`src/rtl/cmm_run_sequencer_pkg.sv`:
```
`default_nettype none
// ---------------------------------------------------------------------------
// cmm_pkg : shared widths, FSM state and row-FIFO entry for cmm_run_sequencer
// Rev 1.0 : initial release
// ---------------------------------------------------------------------------
package cmm_pkg;

  localparam int ELEM_W    = 32;
  localparam int ELEMS     = 8;
  localparam int ROW_W     = ELEM_W * ELEMS;
  localparam int ROW_IDX_W = 5;

  typedef enum logic [2:0] {
    ST_IDLE  = 3'd0,
    ST_KICK  = 3'd1,
    ST_RUN   = 3'd2,
    ST_DRAIN = 3'd3,
    ST_FIN   = 3'd4
  } seq_state_t;

  typedef struct packed {
    logic [ROW_IDX_W-1:0] row;
    logic [ROW_W-1:0]     data;
  } row_entry_t;

endpackage
`default_nettype wire

```
`src/rtl/cmm_run_sequencer_row_fifo.sv`:
```
`default_nettype none
// ---------------------------------------------------------------------------
// cmm_row_fifo : synchronous row FIFO, push allowed when full if popping
// Rev 1.0 : initial release
// ---------------------------------------------------------------------------
module cmm_row_fifo #(
  parameter int WIDTH = 261,
  parameter int DEPTH = 4,
  localparam int CNT_W = $clog2(DEPTH) + 1
) (
  input  logic             clk,
  input  logic             rst,
  input  logic             push,
  input  logic [WIDTH-1:0] push_data,
  input  logic             pop,
  output logic [WIDTH-1:0] pop_data,
  output logic             full,
  output logic             empty,
  output logic [CNT_W-1:0] count
);

  localparam int PTR_W = $clog2(DEPTH);

  logic [WIDTH-1:0] r_mem [DEPTH];
  logic [PTR_W-1:0] r_wr_ptr;
  logic [PTR_W-1:0] r_rd_ptr;
  logic [CNT_W-1:0] r_count;

  always_ff @(posedge clk) begin
    if (push) r_mem[r_wr_ptr] <= push_data;
  end

  // Power-of-two depth lets the pointers wrap naturally.
  always_ff @(posedge clk) begin
    if (rst) begin
      r_wr_ptr <= '0;
      r_rd_ptr <= '0;
      r_count  <= '0;
    end else begin
      if (push) r_wr_ptr <= r_wr_ptr + 1'b1;
      if (pop)  r_rd_ptr <= r_rd_ptr + 1'b1;
      case ({push, pop})
        2'b10:   r_count <= r_count + 1'b1;
        2'b01:   r_count <= r_count - 1'b1;
        default: r_count <= r_count;
      endcase
    end
  end

  assign pop_data = r_mem[r_rd_ptr];
  assign count    = r_count;
  assign full     = (r_count == CNT_W'(DEPTH));
  assign empty    = (r_count == '0);

endmodule
`default_nettype wire

```
`src/rtl/cmm_run_sequencer.sv`:
```
`default_nettype none
// ---------------------------------------------------------------------------
// cmm_run_sequencer : kicks N multiplier runs, buffers result rows and
//                     streams them out as 32-bit elements over valid/ready
// Rev 1.0 : initial release
// ---------------------------------------------------------------------------
module cmm_run_sequencer
  import cmm_pkg::*;
#(
  parameter int ROWS       = 32,
  parameter int FIFO_DEPTH = 4
) (
  input  logic                 clk,
  input  logic                 rst,
  input  logic                 job_start,
  input  logic [7:0]           job_count,
  output logic                 busy,
  output logic                 job_done,
  output logic                 cmm_start,
  input  logic                 cmm_done_row,
  input  logic [ROW_IDX_W-1:0] cmm_row_num,
  input  logic [ROW_W-1:0]     cmm_out,
  input  logic                 cmm_done,
  output logic                 m_valid,
  input  logic                 m_ready,
  output logic [ELEM_W-1:0]    m_data,
  output logic [ROW_IDX_W-1:0] m_row,
  output logic                 m_last,
  output logic                 overflow,
  output logic                 seq_err
);

  localparam int CNT_W = $clog2(FIFO_DEPTH) + 1;
  localparam int IDX_W = $clog2(ELEMS);
  localparam logic [ROW_IDX_W-1:0] LAST_ROW = ROW_IDX_W'(ROWS - 1);
  localparam logic [IDX_W-1:0]     LAST_IDX = IDX_W'(ELEMS - 1);

  seq_state_t           r_state;
  logic                 r_row_prev;
  logic                 r_done_prev;
  logic [7:0]           r_runs_left;
  logic [ROW_IDX_W-1:0] r_exp_row;
  logic [ROW_W-1:0]     r_ser_data;
  logic [IDX_W-1:0]     r_idx;

  row_entry_t           w_push_entry;
  row_entry_t           w_head;
  logic                 w_row_ev;
  logic                 w_done_ev;
  logic                 w_row_in_run;
  logic                 w_ser_free;
  logic                 w_pop;
  logic                 w_push;
  logic                 w_full;
  logic                 w_empty;
  logic [CNT_W-1:0]     w_count;
  logic [IDX_W-1:0]     w_next_idx;

  assign w_row_ev     = cmm_done_row & ~r_row_prev;
  assign w_done_ev    = cmm_done & ~r_done_prev;
  assign w_row_in_run = w_row_ev && (r_state == ST_RUN);
  // Serializer can take a new row while its final element is being accepted.
  assign w_ser_free   = !m_valid || (m_ready && (r_idx == LAST_IDX));
  assign w_pop        = w_ser_free && !w_empty;
  assign w_push       = w_row_in_run && (!w_full || w_pop);
  assign w_push_entry = '{row: cmm_row_num, data: cmm_out};
  assign w_next_idx   = r_idx + 1'b1;

  cmm_row_fifo #(
    .WIDTH ($bits(row_entry_t)),
    .DEPTH (FIFO_DEPTH)
  ) u_row_fifo (
    .clk       (clk),
    .rst       (rst),
    .push      (w_push),
    .push_data (w_push_entry),
    .pop       (w_pop),
    .pop_data  (w_head),
    .full      (w_full),
    .empty     (w_empty),
    .count     (w_count)
  );

  always_ff @(posedge clk) begin
    if (rst) begin
      r_row_prev  <= 1'b0;
      r_done_prev <= 1'b0;
    end else begin
      r_row_prev  <= cmm_done_row;
      r_done_prev <= cmm_done;
    end
  end

  always_ff @(posedge clk) begin
    if (rst) begin
      r_state     <= ST_IDLE;
      r_runs_left <= '0;
      r_exp_row   <= '0;
      busy        <= 1'b0;
      job_done    <= 1'b0;
      cmm_start   <= 1'b0;
      overflow    <= 1'b0;
      seq_err     <= 1'b0;
    end else begin
      cmm_start <= 1'b0;
      job_done  <= 1'b0;
      if (w_row_in_run) begin
        r_exp_row <= r_exp_row + 1'b1;
        if (!w_push) overflow <= 1'b1;
        if (cmm_row_num != r_exp_row) seq_err <= 1'b1;
      end
      case (r_state)
        ST_IDLE: begin
          if (job_start) begin
            r_runs_left <= (job_count == 8'd0) ? 8'd1 : job_count;
            overflow    <= 1'b0;
            seq_err     <= 1'b0;
            busy        <= 1'b1;
            cmm_start   <= 1'b1;
            r_state     <= ST_KICK;
          end
        end
        ST_KICK: begin
          r_exp_row <= '0;
          r_state   <= ST_RUN;
        end
        ST_RUN: begin
          // A row arriving with DONE is already pushed above.
          if (w_done_ev) begin
            r_runs_left <= r_runs_left - 1'b1;
            r_state     <= ST_DRAIN;
          end
        end
        ST_DRAIN: begin
          if ((w_count == '0) && !m_valid) begin
            if (r_runs_left != 8'd0) begin
              cmm_start <= 1'b1;
              r_state   <= ST_KICK;
            end else begin
              job_done <= 1'b1;
              r_state  <= ST_FIN;
            end
          end
        end
        ST_FIN: begin
          busy    <= 1'b0;
          r_state <= ST_IDLE;
        end
        default: r_state <= ST_IDLE;
      endcase
    end
  end

  always_ff @(posedge clk) begin
    if (rst) begin
      m_valid    <= 1'b0;
      m_data     <= '0;
      m_row      <= '0;
      m_last     <= 1'b0;
      r_idx      <= '0;
      r_ser_data <= '0;
    end else if (w_pop) begin
      m_valid    <= 1'b1;
      r_ser_data <= w_head.data;
      r_idx      <= '0;
      m_data     <= w_head.data[ELEM_W-1:0];
      m_row      <= w_head.row;
      m_last     <= (w_head.row == LAST_ROW) && (LAST_IDX == '0);
    end else if (m_valid && m_ready) begin
      if (r_idx == LAST_IDX) begin
        m_valid <= 1'b0;
        m_last  <= 1'b0;
      end else begin
        r_idx  <= w_next_idx;
        m_data <= r_ser_data[ELEM_W*w_next_idx +: ELEM_W];
        m_last <= (m_row == LAST_ROW) && (w_next_idx == LAST_IDX);
      end
    end
  end

endmodule
`default_nettype wire

```
`config.mk`:
```
export PLATFORM = sky130hd
export DESIGN_NAME = cmm_run_sequencer
export DESIGN_NICKNAME = d
export VERILOG_FILES = /design/src/rtl/cmm_run_sequencer_pkg.sv /design/src/rtl/cmm_run_sequencer_row_fifo.sv /design/src/rtl/cmm_run_sequencer.sv
export SDC_FILE = /design/constraint.sdc
export NUM_CORES = 1
export LEC_CHECK = 0
export ABC_AREA = 1
export ABC_CLOCK_PERIOD_IN_PS = 17000
export BUFFER_PORTS_ARGS = -buffer_cell sky130_fd_sc_hd__buf_4
export CAP_MARGIN = 0
export CORE_ASPECT_RATIO = 1.5
export CORE_MARGIN = 2
export CORE_UTILIZATION = 33
export CTS_BUF_LIST = sky130_fd_sc_hd__clkbuf_4 sky130_fd_sc_hd__clkbuf_8
export CTS_CLUSTER_SIZE = 14
export DETAILED_ROUTE_END_ITERATION = 6
export SYNTH_ARGS = -nofsm -noshare
export SYNTH_HDL_FRONTEND = slang
export SYNTH_HIERARCHICAL = 1
export SYNTH_SLANG_ARGS = --single-unit
```
`constraint.sdc`:
```
create_clock -name clk -period 17 [get_ports clk]
set_input_delay 0.85 -clock clk [delete_from_list [all_inputs] [get_ports clk]]
set_output_delay 0.85 -clock clk [all_outputs]
set_load 0.01 [all_outputs]
```
==> results.json <==
{
  "ys_seq_area_frac": 0.7138,
  "multi_input_area_mm2": 0.01244,
  "die_x_um": 331.8,
  "final_cell_mix": "edfxtp_1, o21ai_0, nor2_1",
  "synthSimpleGateAreaFrac": 0.08851,
  "wl_met2_um": 72640,
  "drive_gt1_frac": 0.1434,
  "ys_ff_latch": 1374,
  "p_sw_mw": 2.976,
  "track_usage": 0.1855,
  "htreeDepth": 4,
  "grt_pass1_vias": 34910,
  "grt_first_pass_wirelength_um": 228200,
  "worstPathArrival_ps": 5730,
  "p_leak_nw": 21.52,
  "drtAntennaViolNets": 0,
  "power.density_mw_per_mm2": 146.4,
  "synth_top_family_by_area": "compound AO/OA/AOI/OAI gates",
  "drc": 0,
  "synth-warning-count": 6,
  "final-setup-viol-count": 0,
  "fin_cells": 7183,
  "power_frac_seq": 0.455,
  "hold_violations": 0,
  "ir_drop_mv": 0.1191,
  "routedWlPerCell_um": 21.84,
  "io_pins": 319,
  "firstDrtPassIters": 6,
  "clk_pin_slew_ps": 80,
  "met3WireLength_um": 13570,
  "cts_sinks": 1374,
  "min_period_ps": 5198,
  "max_freq_mhz": 192.4,
  "num_vias": 36770,
  "maxCapViolations": 0,
  "drv_slew": 0,
  "synthAdderAreaFrac": 0.002729,
  "final.setup.tns_ps": 0,
  "final_common_cell": "edfxtp_1",
  "cts_setup_buffers": 0,
  "clk_latency_ps": 940,
  "cts_resized": 0,
  "initialDrtViolationCount": 3716,
  "p_comb_frac": 0.236,
  "fillers": 15350,
  "switching_share": 0.3307,
  "hold_buffers": 0,
  "startpoint_type": "register",
  "tightest_slew_ps": 1202,
  "start_util": 0.3321,
  "syn2layout_area_growth_pct": 15.58,
  "dieArea_mm2": 0.1644,
  "grt_max_degree": 206,
  "cp-end-kind": "register",
  "synth_compound_area_frac": 0.1416,
  "syn_area_mm2": 0.05318,
  "top_layer_used": "met5",
  "cts_buffer_depth": 3,
  "cts-root-buf": "clkbuf_8",
  "die_h_um": 495.7,
  "io_buffers": 318,
  "dp_hpwl_um": 98190,
  "synth_cells": 4658,
  "critPathMaxFanout": 101,
  "met1Wirelength_um": 63860,
  "intPower_mw": 6.022,
  "final_nets": 5185,
  "rows": 180,
  "tritoncts": "done",
  "syn_nets": 4944,
  "synthMuxAreaShare": 0,
  "fin_worst_skew_ps": 68.85,
  "yosysUniqueCellTypes": 33,
  "clkPwrFrac": 0.309,
  "total_power_mw": 8.997,
  "status": "completed",
  "synth_xor_area_frac": 0.0008235,
  "core-area_mm2": 0.1601,
  "required_ps": 17530,
  "rsz0062_at_grt": "no",
  "cts_buffers": 202,
  "vias_per_cell": 5.119,
  "antenna_found_initial": 54,
  "slew-limit-headroom": 0.1979,
  "hold_class": "input pin to register",
  "place_congestion": 0.9159,
  "routed_wl_um": 156900,
  "overflow": 0,
  "postSynthAreaPerCell_um2": 11.42,
  "regArea_mm2": 0.03797,
  "place_inst": 6788,
  "critPathKind": "register to register",
  "period_share": 0.3057
}
metrics by stage:
step	instance area, um2	util	worst slack, ps	hold slack (ps)
CTS	61430	0.3836	11730	4.290
detailed placement	57130	0.3568	11720	429.4
floorplan	53180	-	9871	411.6
global route	61450	0.3838	11490	56.71
global placement	57130	0.3568	11710	412.1
finish	61470	0.3838	11800	97.79
metal layers:
| layer | vias up | GRT usage |
|---|---|---|
| met1 | 17980 | 0.2393 |
| met4 | 56 | 0.08174 |
| li1 | 17010 | - |
| met2 | 1409 | 0.2933 |
| met5 | - | 0 |
| met3 | 313 | 0.05007 |
worst max-delay path: stages, from the launching register on:
cell and delay (ps):
dfxtp_4 680, ha_1 260, ha_2 230, nor2_2 90
nor2_4 170, nand2_8 330, nand2_1 190, nand2_1 90
inv_1 140, nand2_1 150, inv_8 640, buf_4 840
buf_4 800
flip-flops by register name, indices dropped and copies added (netlist names), 2 cells and up, named ones only:
name	count
u_row_fifo/r_mem	1044
r_ser_data	256
m_data	32
r_runs_left	8
m_row	5
r_exp_row	5
r_idx	3
r_state	3
u_row_fifo/count	3
u_row_fifo/r_rd_ptr	2
u_row_fifo/r_wr_ptr	2
synthesized netlist by cell type (all sizes together):
cell	n	area, um2
edfxtp	1044	31350
dfxtp	330	6606
clkbuf	173	653.1
xnor2	2	17.52
nor3	7	35.03
clkinv	2	8.750
ha	10	125.1
nand3	205	1026
and2	1	6.260
o211ai	32	240.2
inv	349	1310
a211oi	1	7.510
xor2	3	26.28
o22ai	263	1652
nor2	636	2397
o31ai	2	15.01
fa	1	20.02
buf	149	824.5
a21oi	284	1421
nand3b	1	7.510
o21ai	838	4194
nand4	3	18.77
nand2	322	1216
path summary, 6_finish.rpt:
kind | from | end | slack (ps) | cells past startpoint
hold / removal | cmm_out[13] | u_row_fifo/r_mem[2][13]$_DFFE_PP_ | 100 | 1
setup / recovery | r_idx[0]$_SDFFE_PP0P_ | u_row_fifo/r_mem[3][144]$_DFFE_PP_ | 11800 | 12
hold reg to reg | u_row_fifo/r_rd_ptr[1]$_SDFFE_PP0P_ | register | 440 | 1
setup reg to reg | r_idx[0]$_SDFFE_PP0P_ | u_row_fifo/r_mem[3][144]$_DFFE_PP_ | 11800 | 12
power groups by stage:
stage          registers (mW)  logic, mW  clock network [mW]
2_1_floorplan            4.10       1.46                   0
3_3_place_gp             4.15       2.07                   0
3_5_place_dp             4.16       2.11                   0
4_1_cts                  4.09       2.12                2.83
5_1_grt                  4.11       2.36                2.97
6_report                 4.09       2.12                2.78
logic make-up after synthesis:
group	after synthesis
AO/OA/AOI/OAI	1420
flip-flops	1374
AND/OR/NAND/NOR	1175
buffers and inverters	673
adder cells (fa/ha/maj)	11
XOR/XNOR	5
final cells by class:
cell class,count,share of cell area
antenna,14,0.0005700
clock buffer,292,0.05816
clock inverter,89,0.01177
inverter,351,0.02247
multi-input combinational,2611,0.2025
sequential,1374,0.6177
tap,2093,0.04261
timing repair buffer,359,0.04425
No activity file was read; power rests on OpenSTA's default activity.
